==> config.mk <==
export PLATFORM = sky130hd
export DESIGN_NAME = ulpi_link_arbiter
export DESIGN_NICKNAME = d
export VERILOG_FILES = /design/src/rtl/ulpi_link_arbiter.sv
export SDC_FILE = /design/constraint.sdc
export NUM_CORES = 1
export LEC_CHECK = 0
export ABC_AREA = 1
export CAP_MARGIN = 20
export CORE_MARGIN = 2
export CORE_UTILIZATION = 43
export DETAILED_ROUTE_END_ITERATION = 10
export GPL_TIMING_DRIVEN = 0
export MAX_ROUTING_LAYER = met4
export PLACE_DENSITY = 0.85
export SLEW_MARGIN = 30
export SYNTH_ARGS = -nofsm -noshare
export SYNTH_HDL_FRONTEND = slang
export SYNTH_SLANG_ARGS = --single-unit
export TNS_END_PERCENT = 20
==> constraint.sdc <==
create_clock -name clk -period 1.9 [get_ports clk]
set_input_delay 0.19 -clock clk [delete_from_list [all_inputs] [get_ports clk]]
set_output_delay 0.19 -clock clk [all_outputs]
set_load 0.02 [all_outputs]
==> src/rtl/ulpi_link_arbiter.sv <==
// Link-side ULPI bus arbiter: TX packet engine vs PHY register port.
// Define ULPI_ARB_RR_EN for round-robin grant (default: register port wins ties).
module ulpi_link_arbiter #(
   parameter int TIMEOUT_CYCLES = 255
) (
   input  logic       clk,
   input  logic       n_rst,
   input  logic       dir,
   input  logic       nxt,
   input  logic [7:0] data_in,
   output logic [7:0] data_out,
   output logic       stp,
   input  logic       pkt_req,
   input  logic [3:0] pkt_pid,
   input  logic [7:0] pkt_byte,
   input  logic       pkt_valid,
   input  logic       pkt_last,
   output logic       pkt_ready,
   output logic       pkt_done,
   output logic       pkt_abort,
   input  logic       reg_req,
   input  logic       reg_wr,
   input  logic [5:0] reg_addr,
   input  logic [7:0] reg_wdata,
   output logic [7:0] reg_rdata,
   output logic       reg_done,
   output logic       reg_err,
   output logic       busy
);

   typedef enum logic [3:0] {
      S_IDLE, S_PKT_CMD, S_PKT_DATA, S_PKT_STP,
      S_REG_CMD, S_REG_WDATA, S_REG_STP,
      S_RD_TURN, S_RD_DATA, S_RD_BACK, S_WAIT_DIR
   } state_t;

   localparam logic [7:0] LP_TMO = 8'(TIMEOUT_CYCLES);

   state_t     r_state;
   logic [7:0] r_tmo;
   logic       r_last;
   logic [7:0] r_data_out;
   logic       r_stp;
   logic       r_pkt_done;
   logic       r_pkt_abort;
   logic       r_reg_done;
   logic       r_reg_err;
   logic [7:0] r_reg_rdata;

   logic [7:0] w_pkt_cmd;
   logic [7:0] w_reg_cmd;
   logic [7:0] w_tmo_nxt;
   logic       w_tmo_hit;
   logic       w_grant_reg;

   assign w_pkt_cmd = {4'b0100, pkt_pid};
   assign w_reg_cmd = {(reg_wr ? 2'b10 : 2'b11), reg_addr};
   assign w_tmo_nxt = (r_tmo == 8'hFF) ? r_tmo : r_tmo + 8'd1;
   assign w_tmo_hit = (w_tmo_nxt == LP_TMO);

`ifdef ULPI_ARB_RR_EN
   logic r_rr_reg;
   logic w_rr_eff;

   // Pointer moves away from whichever requester just finished.
   always_comb begin
      w_rr_eff = r_rr_reg;
      if (r_pkt_done | r_pkt_abort)
         w_rr_eff = 1'b1;
      else if (r_reg_done)
         w_rr_eff = 1'b0;
   end

   always_ff @(posedge clk) begin
      if (!n_rst)
         r_rr_reg <= 1'b1;
      else
         r_rr_reg <= w_rr_eff;
   end

   assign w_grant_reg = reg_req & (~pkt_req | w_rr_eff);
`else
   assign w_grant_reg = reg_req;
`endif

   // data_out prefetches the FIFO head, so a pop happens as each byte is loaded.
   assign pkt_ready = nxt & ~dir & pkt_valid &
                      ((r_state == S_PKT_CMD) |
                       ((r_state == S_PKT_DATA) & ~r_last));

   always_ff @(posedge clk) begin
      if (!n_rst) begin
         r_state     <= S_IDLE;
         r_tmo       <= 8'h00;
         r_last      <= 1'b0;
         r_data_out  <= 8'h00;
         r_stp       <= 1'b0;
         r_pkt_done  <= 1'b0;
         r_pkt_abort <= 1'b0;
         r_reg_done  <= 1'b0;
         r_reg_err   <= 1'b0;
         r_reg_rdata <= 8'h00;
      end else begin
         r_stp       <= 1'b0;
         r_pkt_done  <= 1'b0;
         r_pkt_abort <= 1'b0;
         r_reg_done  <= 1'b0;
         r_reg_err   <= 1'b0;
         r_tmo       <= 8'h00;
         r_data_out  <= 8'h00;
         unique case (r_state)
            S_IDLE: begin
               if (!dir) begin
                  if (w_grant_reg) begin
                     r_state    <= S_REG_CMD;
                     r_data_out <= w_reg_cmd;
                  end else if (pkt_req) begin
                     r_state    <= S_PKT_CMD;
                     r_data_out <= w_pkt_cmd;
                  end
               end
            end
            S_PKT_CMD: begin
               if (dir) begin
                  r_state <= S_WAIT_DIR;
               end else if (nxt) begin
                  if (!pkt_valid) begin
                     r_state     <= S_IDLE;
                     r_stp       <= 1'b1;
                     r_data_out  <= 8'hFF;
                     r_pkt_abort <= 1'b1;
                  end else begin
                     r_state    <= S_PKT_DATA;
                     r_data_out <= pkt_byte;
                     r_last     <= pkt_last;
                  end
               end else if (w_tmo_hit) begin
                  r_state     <= S_IDLE;
                  r_pkt_abort <= 1'b1;
               end else begin
                  r_data_out <= w_pkt_cmd;
                  r_tmo      <= w_tmo_nxt;
               end
            end
            S_PKT_DATA: begin
               if (dir) begin
                  r_state     <= S_WAIT_DIR;
                  r_pkt_abort <= 1'b1;
               end else if (!nxt) begin
                  r_data_out <= r_data_out;
               end else if (r_last) begin
                  r_state <= S_PKT_STP;
                  r_stp   <= 1'b1;
               end else if (!pkt_valid) begin
                  r_state     <= S_IDLE;
                  r_stp       <= 1'b1;
                  r_data_out  <= 8'hFF;
                  r_pkt_abort <= 1'b1;
               end else begin
                  r_data_out <= pkt_byte;
                  r_last     <= pkt_last;
               end
            end
            S_PKT_STP: begin
               r_state    <= S_IDLE;
               r_pkt_done <= 1'b1;
            end
            S_REG_CMD: begin
               if (dir) begin
                  r_state <= S_WAIT_DIR;
               end else if (nxt) begin
                  if (reg_wr) begin
                     r_state    <= S_REG_WDATA;
                     r_data_out <= reg_wdata;
                  end else begin
                     r_state <= S_RD_TURN;
                  end
               end else if (w_tmo_hit) begin
                  r_state    <= S_IDLE;
                  r_reg_done <= 1'b1;
                  r_reg_err  <= 1'b1;
               end else begin
                  r_data_out <= w_reg_cmd;
                  r_tmo      <= w_tmo_nxt;
               end
            end
            S_REG_WDATA: begin
               if (dir) begin
                  r_state <= S_REG_CMD;
               end else if (nxt) begin
                  r_state <= S_REG_STP;
                  r_stp   <= 1'b1;
               end else begin
                  r_data_out <= reg_wdata;
               end
            end
            S_REG_STP: begin
               r_state    <= S_IDLE;
               r_reg_done <= 1'b1;
            end
            S_RD_TURN: begin
               if (dir) begin
                  r_state <= S_RD_DATA;
               end else if (w_tmo_hit) begin
                  r_state    <= S_IDLE;
                  r_reg_done <= 1'b1;
                  r_reg_err  <= 1'b1;
               end else begin
                  r_tmo <= w_tmo_nxt;
               end
            end
            S_RD_DATA: begin
               r_state     <= S_RD_BACK;
               r_reg_rdata <= data_in;
            end
            S_RD_BACK: begin
               if (!dir) begin
                  r_state    <= S_IDLE;
                  r_reg_done <= 1'b1;
               end
            end
            S_WAIT_DIR: begin
               if (!dir)
                  r_state <= S_IDLE;
            end
            default: r_state <= S_IDLE;
         endcase
      end
   end

   assign data_out  = r_data_out;
   assign stp       = r_stp;
   assign pkt_done  = r_pkt_done;
   assign pkt_abort = r_pkt_abort;
   assign reg_done  = r_reg_done;
   assign reg_err   = r_reg_err;
   assign reg_rdata = r_reg_rdata;
   assign busy      = (r_state != S_IDLE);

endmodule
==> results of run 1 <==
worst reg2reg max path, stage by stage (launching register included):
cell and delay (ns):
dfxtp_4 0.36, ha_4 0.14, nand2_4 0.05, nor2_4 0.14
nand2_4 0.09, buf_6 0.15, nand3_4 0.09, nand3_4 0.08
nor2_4 0.13, nand2_4 0.12, buf_8 0.16, nand2_4 0.06
nand2_2 0.04, o21ai_1 0.14, a21oi_1 0.08
cells in the final DEF, fill, tap and decap left out, types with 10 or more instances in the layout:
cell type / count
dfxtp_1: 26
nand2_2: 13
clkdlybuf4s50_1: 62
inv_1: 40
nand4_1: 10
o21ai_0: 24
buf_4: 10
nand3_1: 17
a21oi_1: 20
nor2_1: 48
nand2_1: 81
timing repair:
action                     in CTS  in global routing
cloned                          2                  0
buffers inserted                7                  3
pin swaps                       8                 15
setup endpoints to repair      22                 26
resized for setup              28                 32
cell families after synthesis:
logic type	synth area share, %
buffers and inverters	9.48
flip-flops	30.5
AO/OA/AOI/OAI	18.0
XOR/XNOR	0.786
adder cells (fa/ha/maj)	0.561
AND/OR/NAND/NOR	40.7
flip-flops by register name (all words and copies together) (netlist names):
name       cells
pkt_abort      1
reg_done       1
pkt_done       1
reg_rdata      8
r_state        4
reg_err        1
stp            1
r_last         1
r_tmo          8
data_out       8
routing by layer:
layer	track usage, %	up-vias
li1	-	1364
met1	30.6	1293
met2	44.0	138
met3	2.61	14
met4	8.73	0
met5	-	-
power by group:
| part | internal [uW] | total [uW] | switching, uW |
|---|---|---|---|
| logic | 655 | 1640 | 988 |
| registers | 851 | 941 | 89.6 |
| clock network | 386 | 656 | 270 |
layout make-up:
cell class / instances / area (um2)
buffer: 7 / 47.5
tap: 70 / 87.6
clock inverter: 3 / 40.0
multi-input combinational: 277 / 1500
fill: 420 / 1680
timing repair buffer: 77 / 761
clock buffer: 5 / 68.8
sequential: 34 / 696
inverter: 45 / 169
worst paths after layout:
path / startpoint / endpoint / slack, ns / cells after the start
max: r_tmo[0]$_SDFF_PN0_ / r_state[0]$_SDFFE_PN0P_ / -0.06 / 14
min: dir / stp$_SDFF_PN0_ / 0.44 / 4
max reg2reg: r_tmo[0]$_SDFF_PN0_ / r_state[0]$_SDFFE_PN0P_ / -0.06 / 14
min reg2reg: data_out[0]$_SDFFE_PN0N_ / data_out[0]$_SDFFE_PN0N_ / 0.46 / 2
through the flow:
stage,std cells,worst slack (ns)
2_1_floorplan,363,0.0448
3_3_place_gp,498,-0.486
3_5_place_dp,498,-0.489
4_1_cts,515,-0.0474
5_1_grt,518,-0.199
6_report,518,-0.0616
==> impl_metrics.yaml, run 1 <==
route:
  met3_length_um: 503
  drt-total-wl_mm: 7.26
  final_antenna_net_count: 0
  drt_iter0_drc: 250
  first_pass_iters: 5
  avgRoutedWirePerCell_um: 14.0
  wl_met1_mm: 2.96
  vias: 2809
  wl_met2_mm: 3.66
  vias_per_cell: 5.42
  top_layer_used: "met4"
  drc: 0
placement:
  place.gp.congestion: 0.983
  hpwlAfterDp_mm: 5.09
  dpl_cell_area_um2: 2970
  port_buffers: 65
setup_path:
  critPathMaxFanout: 6
  slowest_delay_ns: 0.36
  path_cells: "ha_4 > nand2_4 > nor2_4 > nand2_4 > buf_6 > nand3_4 > nand3_4 > nor2_4 > nand2_4 > buf_8 > nand2_4 > nand2_2 > o21ai_1 > a21oi_1"
  cpMostUsedCell: "nand2_4"
  cpMaxStageDelayCell: "dfxtp_4"
  worstPathRequired_ns: 2.04
  cp_num_buf_inv: 2
  cp_data_arrival_time_ns: 2.10
  critical-path-top-delay-family: "simple AND/OR/NAND/NOR gates"
  path_class: "flip-flop to flip-flop"
  worst_setup_path_start_kind: "flip-flop"
  endpoint_kind: "flip-flop"
floorplan:
  io_pins: 66
  start_util_pct: 44.2
  die_h_um: 76.0
  rows: 26
  die_w_um: 76.0
  coreArea_um2: 5040
  die_area_um2: 5780
power:
  ir_worst_vdd_mv: 0.574
  finalPower_uw: 3240
  leakage_uw: 0.00140
  pwr_density_cell_nw_per_um2: 963
status:
  violations: "setup timing"
  status: "finished, violations left"
global_routing:
  grt_pass1_vias: 2659
  grt_max_degree: 12
  gr-total-overflow: 0
  grt_pass1_wl_mm: 11.7
  grt_use_total_pct: 25.3
  antenna_found_initial: 0
timing:
  fin_skew_ns: 0.00469
  setup_ws_ns: -0.0616
  timing.fmax_mhz: 510
  fin_crit_sh_pct: 103
  hold_ws_ns: 0.440
  setup_viol: 10
  fin_tns_setup_ns: -0.295
  slew_viol_final: 0
  slew_headroom_pct: 58.8
  fin_crit_ns: 1.96
  tightest_slew_ns: 0.618
  rsz0062_at_grt: "true"
  hold_viol: 0
clocking:
  cts_hold_buf: 0
  cts_buffer_depth: 2
  numCtsBuffers: 5
  cts.sinks: 34
  cts_tree: "done"
  cts_root_buf: "clkbuf_8"
  clk_latency_ns: 0.29
  path_clk_slew_ns: 0.07
  ctsHtreeMaxLevel: 2
logic_synthesis:
  ys_seq_area_share_pct: 30.5
  yosysMostFrequentCell: "nand2_1"
  syn_area_per_cell_um2: 6.14
  ys.flop_type: "dfxtp_1"
  yosys-top-cells-area: "dfxtp_1, nand2_1, nor2_1"
  synth_nets: 407
  synth_commonest_cells: "nand2_1, nor2_1, inv_1, dfxtp_1, o21ai_0"
  netlist-cell-type-count: 32
  netlist_area_um2: 2230
  ys_seq_elements: 34
  async_flop_share_pct: 0
  synth_edf_count: 0
  synth_largest_area_cell: "dfxtp_1"
  synth_cells: 363
  yosysTopAreaCellShare_pct: 30.5
  yosysWarnings: 0
final_layout:
  drive_gt1_share_pct: 18.3
  nNetsFinal: 491
  postLayoutCoreUtil_pct: 66.7
  num_antenna_cells: 0
  fin_area_um2: 3360
  area_delta_synth_final_pct: 50.9
job:
  drv_cap: 0
min_path:
  hp-class: "input pin to flip-flop"
Note: power is estimated with default switching activity, not from simulation.
==> inputs of run 2 (changes only) <==
- CORE_ASPECT_RATIO: default -> 0.9
==> impl_metrics.yaml, run 2 (synthesis results as in run 1) <==
clocking:
  cts.sinks: 34
  cts_root_buf: "clkbuf_8"
  cts_tree: "done"
  cts_buffer_depth: 2
  ctsHtreeMaxLevel: 2
  path_clk_slew_ns: 0.08
  cts_hold_buf: 0
  numCtsBuffers: 5
  clk_latency_ns: 0.30
final_layout:
  stdcell_count: 513
  nNetsFinal: 491
  area_delta_synth_final_pct: 48.0
  nFillCells: 433
  final_common_cell: "nand2_1"
  num_antenna_cells: 0
  drive_gt1_share_pct: 16.3
  most-common-layout-cells: "nand2_1, clkdlybuf4s50_1, nor2_1"
  register_area_um2: 694
  multi_input_area_um2: 1450
setup_path:
  cpMostUsedCell: "nand2_4"
  rrSetupSlack_ns: -0.05
  critPathMaxFanout: 6
  path_cells: "ha_4 > nand2_4 > nor2_4 > nand2_4 > buf_6 > nand2_1 > nand2_2 > nor2_4 > nand2_4 > clkbuf_16 > nand4_1 > nand3_1 > nand2_1 > a21oi_2"
  cp_data_arrival_time_ns: 2.12
  path_class: "flip-flop to flip-flop"
  cp_num_buf_inv: 2
  rr_startpoint: "r_tmo[1]$_SDFF_PN0_"
  worstReg2RegEnd: "data_out[2]$_SDFFE_PN0N_"
  endpoint_kind: "flip-flop"
  worstPathRequired_ns: 2.07
  r2r_cells: 14
  cpMaxStageDelayCell: "dfxtp_4"
  worst_setup_path_start_kind: "flip-flop"
  critical-path-top-delay-family: "simple AND/OR/NAND/NOR gates"
  slowest_delay_ns: 0.36
power:
  ir_worst_vdd_mv: 0.472
  pwr_density_cell_nw_per_um2: 959
  leakage_uw: 0.00139
global_routing:
  grt_pass1_vias: 2667
  gr-total-overflow: 0
  grt_use_total_pct: 26.1
  antenna_found_initial: 0
  grt_pass1_wl_mm: 11.7
  grt_max_degree: 12
floorplan:
  die_w_um: 79.9
  rows: 24
  coreArea_um2: 4920
  start_util_pct: 45.3
  die_area_um2: 5780
  io_pins: 66
  die_h_um: 72.3
min_path:
  hp-class: "input pin to flip-flop"
  hold_depth: 4
  hold_start: "dir"
  hold_end: "stp$_SDFF_PN0_"
timing:
  timing.fmax_mhz: 512
  fin_tns_setup_ns: -0.236
  setup_viol: 9
  hold_viol: 0
  rsz0062_at_grt: "true"
  setup_ws_ns: -0.0519
  tightest_slew_ns: 0.618
  slew_viol_final: 0
  fin_crit_sh_pct: 103
  hold_ws_ns: 0.433
  slew_headroom_pct: 58.8
  fin_skew_ns: 0.0126
  fin_crit_ns: 1.95
route:
  final_antenna_net_count: 0
  avgRoutedWirePerCell_um: 15.1
  first_pass_iters: 6
  vias: 2912
  vias_per_cell: 5.68
  drt_iter0_drc: 270
  drt-total-wl_mm: 7.72
  drc: 0
placement:
  place_inst: 493
  place_worst_setup_slack_ns: -0.533
  port_buffers: 65
  hpwlAfterDp_mm: 5.17
  place.gp.congestion: 0.971
status:
  status: "finished, violations left"
  violations: "setup timing"
job:
  drv_cap: 0
[run 2: cell count changes in the layout (fill, tap and decap cells not counted), moves of 2 or more]
cell,previous run,this run
nand3_1,17,20
nand2_2,13,9
nand2_1,81,84
nand3_2,4,1
nor2_2,5,7
[run 2: worst max path at each step]
stage / cells past startpoint / slack (ns) / from / to
global route: 14 / -0.14 / r_tmo[1]$_SDFF_PN0_ / data_out[0]$_SDFFE_PN0N_
floorplan: 14 / 0.04 / r_tmo[0]$_SDFF_PN0_ / r_state[0]$_SDFFE_PN0P_
detailed placement: 6 / -0.53 / nxt / pkt_ready
finish: 14 / -0.05 / r_tmo[1]$_SDFF_PN0_ / data_out[2]$_SDFFE_PN0N_
CTS: 14 / -0.05 / r_tmo[0]$_SDFF_PN0_ / data_out[4]$_SDFFE_PN0N_
global placement: 6 / -0.56 / nxt / pkt_ready
[run 2: layer usage]
layer / share of wire [%] / track usage, % / vias to the layer above
met1: 40 / 32.6 / 1346
li1: - / - / 1366
met5: 0 / - / -
met4: 2.6 / 8.66 / 0
met2: 48 / 43.1 / 171
met3: 8.9 / 4.35 / 29
[run 2: final cells by class]
type                            count  share of cell area (%)
Timing Repair Buffer               77                    23.0
Clock inverter                      2                   0.379
Inverter                           45                    5.12
Multi-Input combinational cell    277                    44.0
Clock buffer                        6                    2.50
Sequential cell                    34                    21.0
Tap cell                           65                    2.46
Buffer                              7                    1.52
[run 2: power breakdown]
| group | internal, uW | leakage, uW | total (uW) | switching [uW] |
|---|---|---|---|---|
| clock network | 292 | 0.0000472 | 584 | 292 |
| registers | 851 | 0.000280 | 944 | 92.9 |
| logic | 646 | 0.00106 | 1640 | 992 |
| total | 1790 | 0.00139 | 3170 | 1380 |
[run 2: worst min-delay path, delay by kind of cell]
family | cells | cell delay, ns
buffers and inverters | 1 | 0.23
AND/OR/NAND/NOR | 3 | 0.26
[run 2: timing repair]
item | in CTS | in global routing
resized for setup | 24 | 26
pin swaps | 4 | 8
setup buffers | 5 | 5
gates cloned | 0 | 2
endpoints found under the setup margin | 22 | 23
[run 2: through the flow]
step	power, uW	area, um2	utilization (%)
after floorplan	1870	2230	-
after global placement	2400	2960	60.1
after detailed placement	2420	2960	60.1
after CTS	3040	3150	64.0
after global routing	3340	3300	67.0
final	3170	3300	67.0
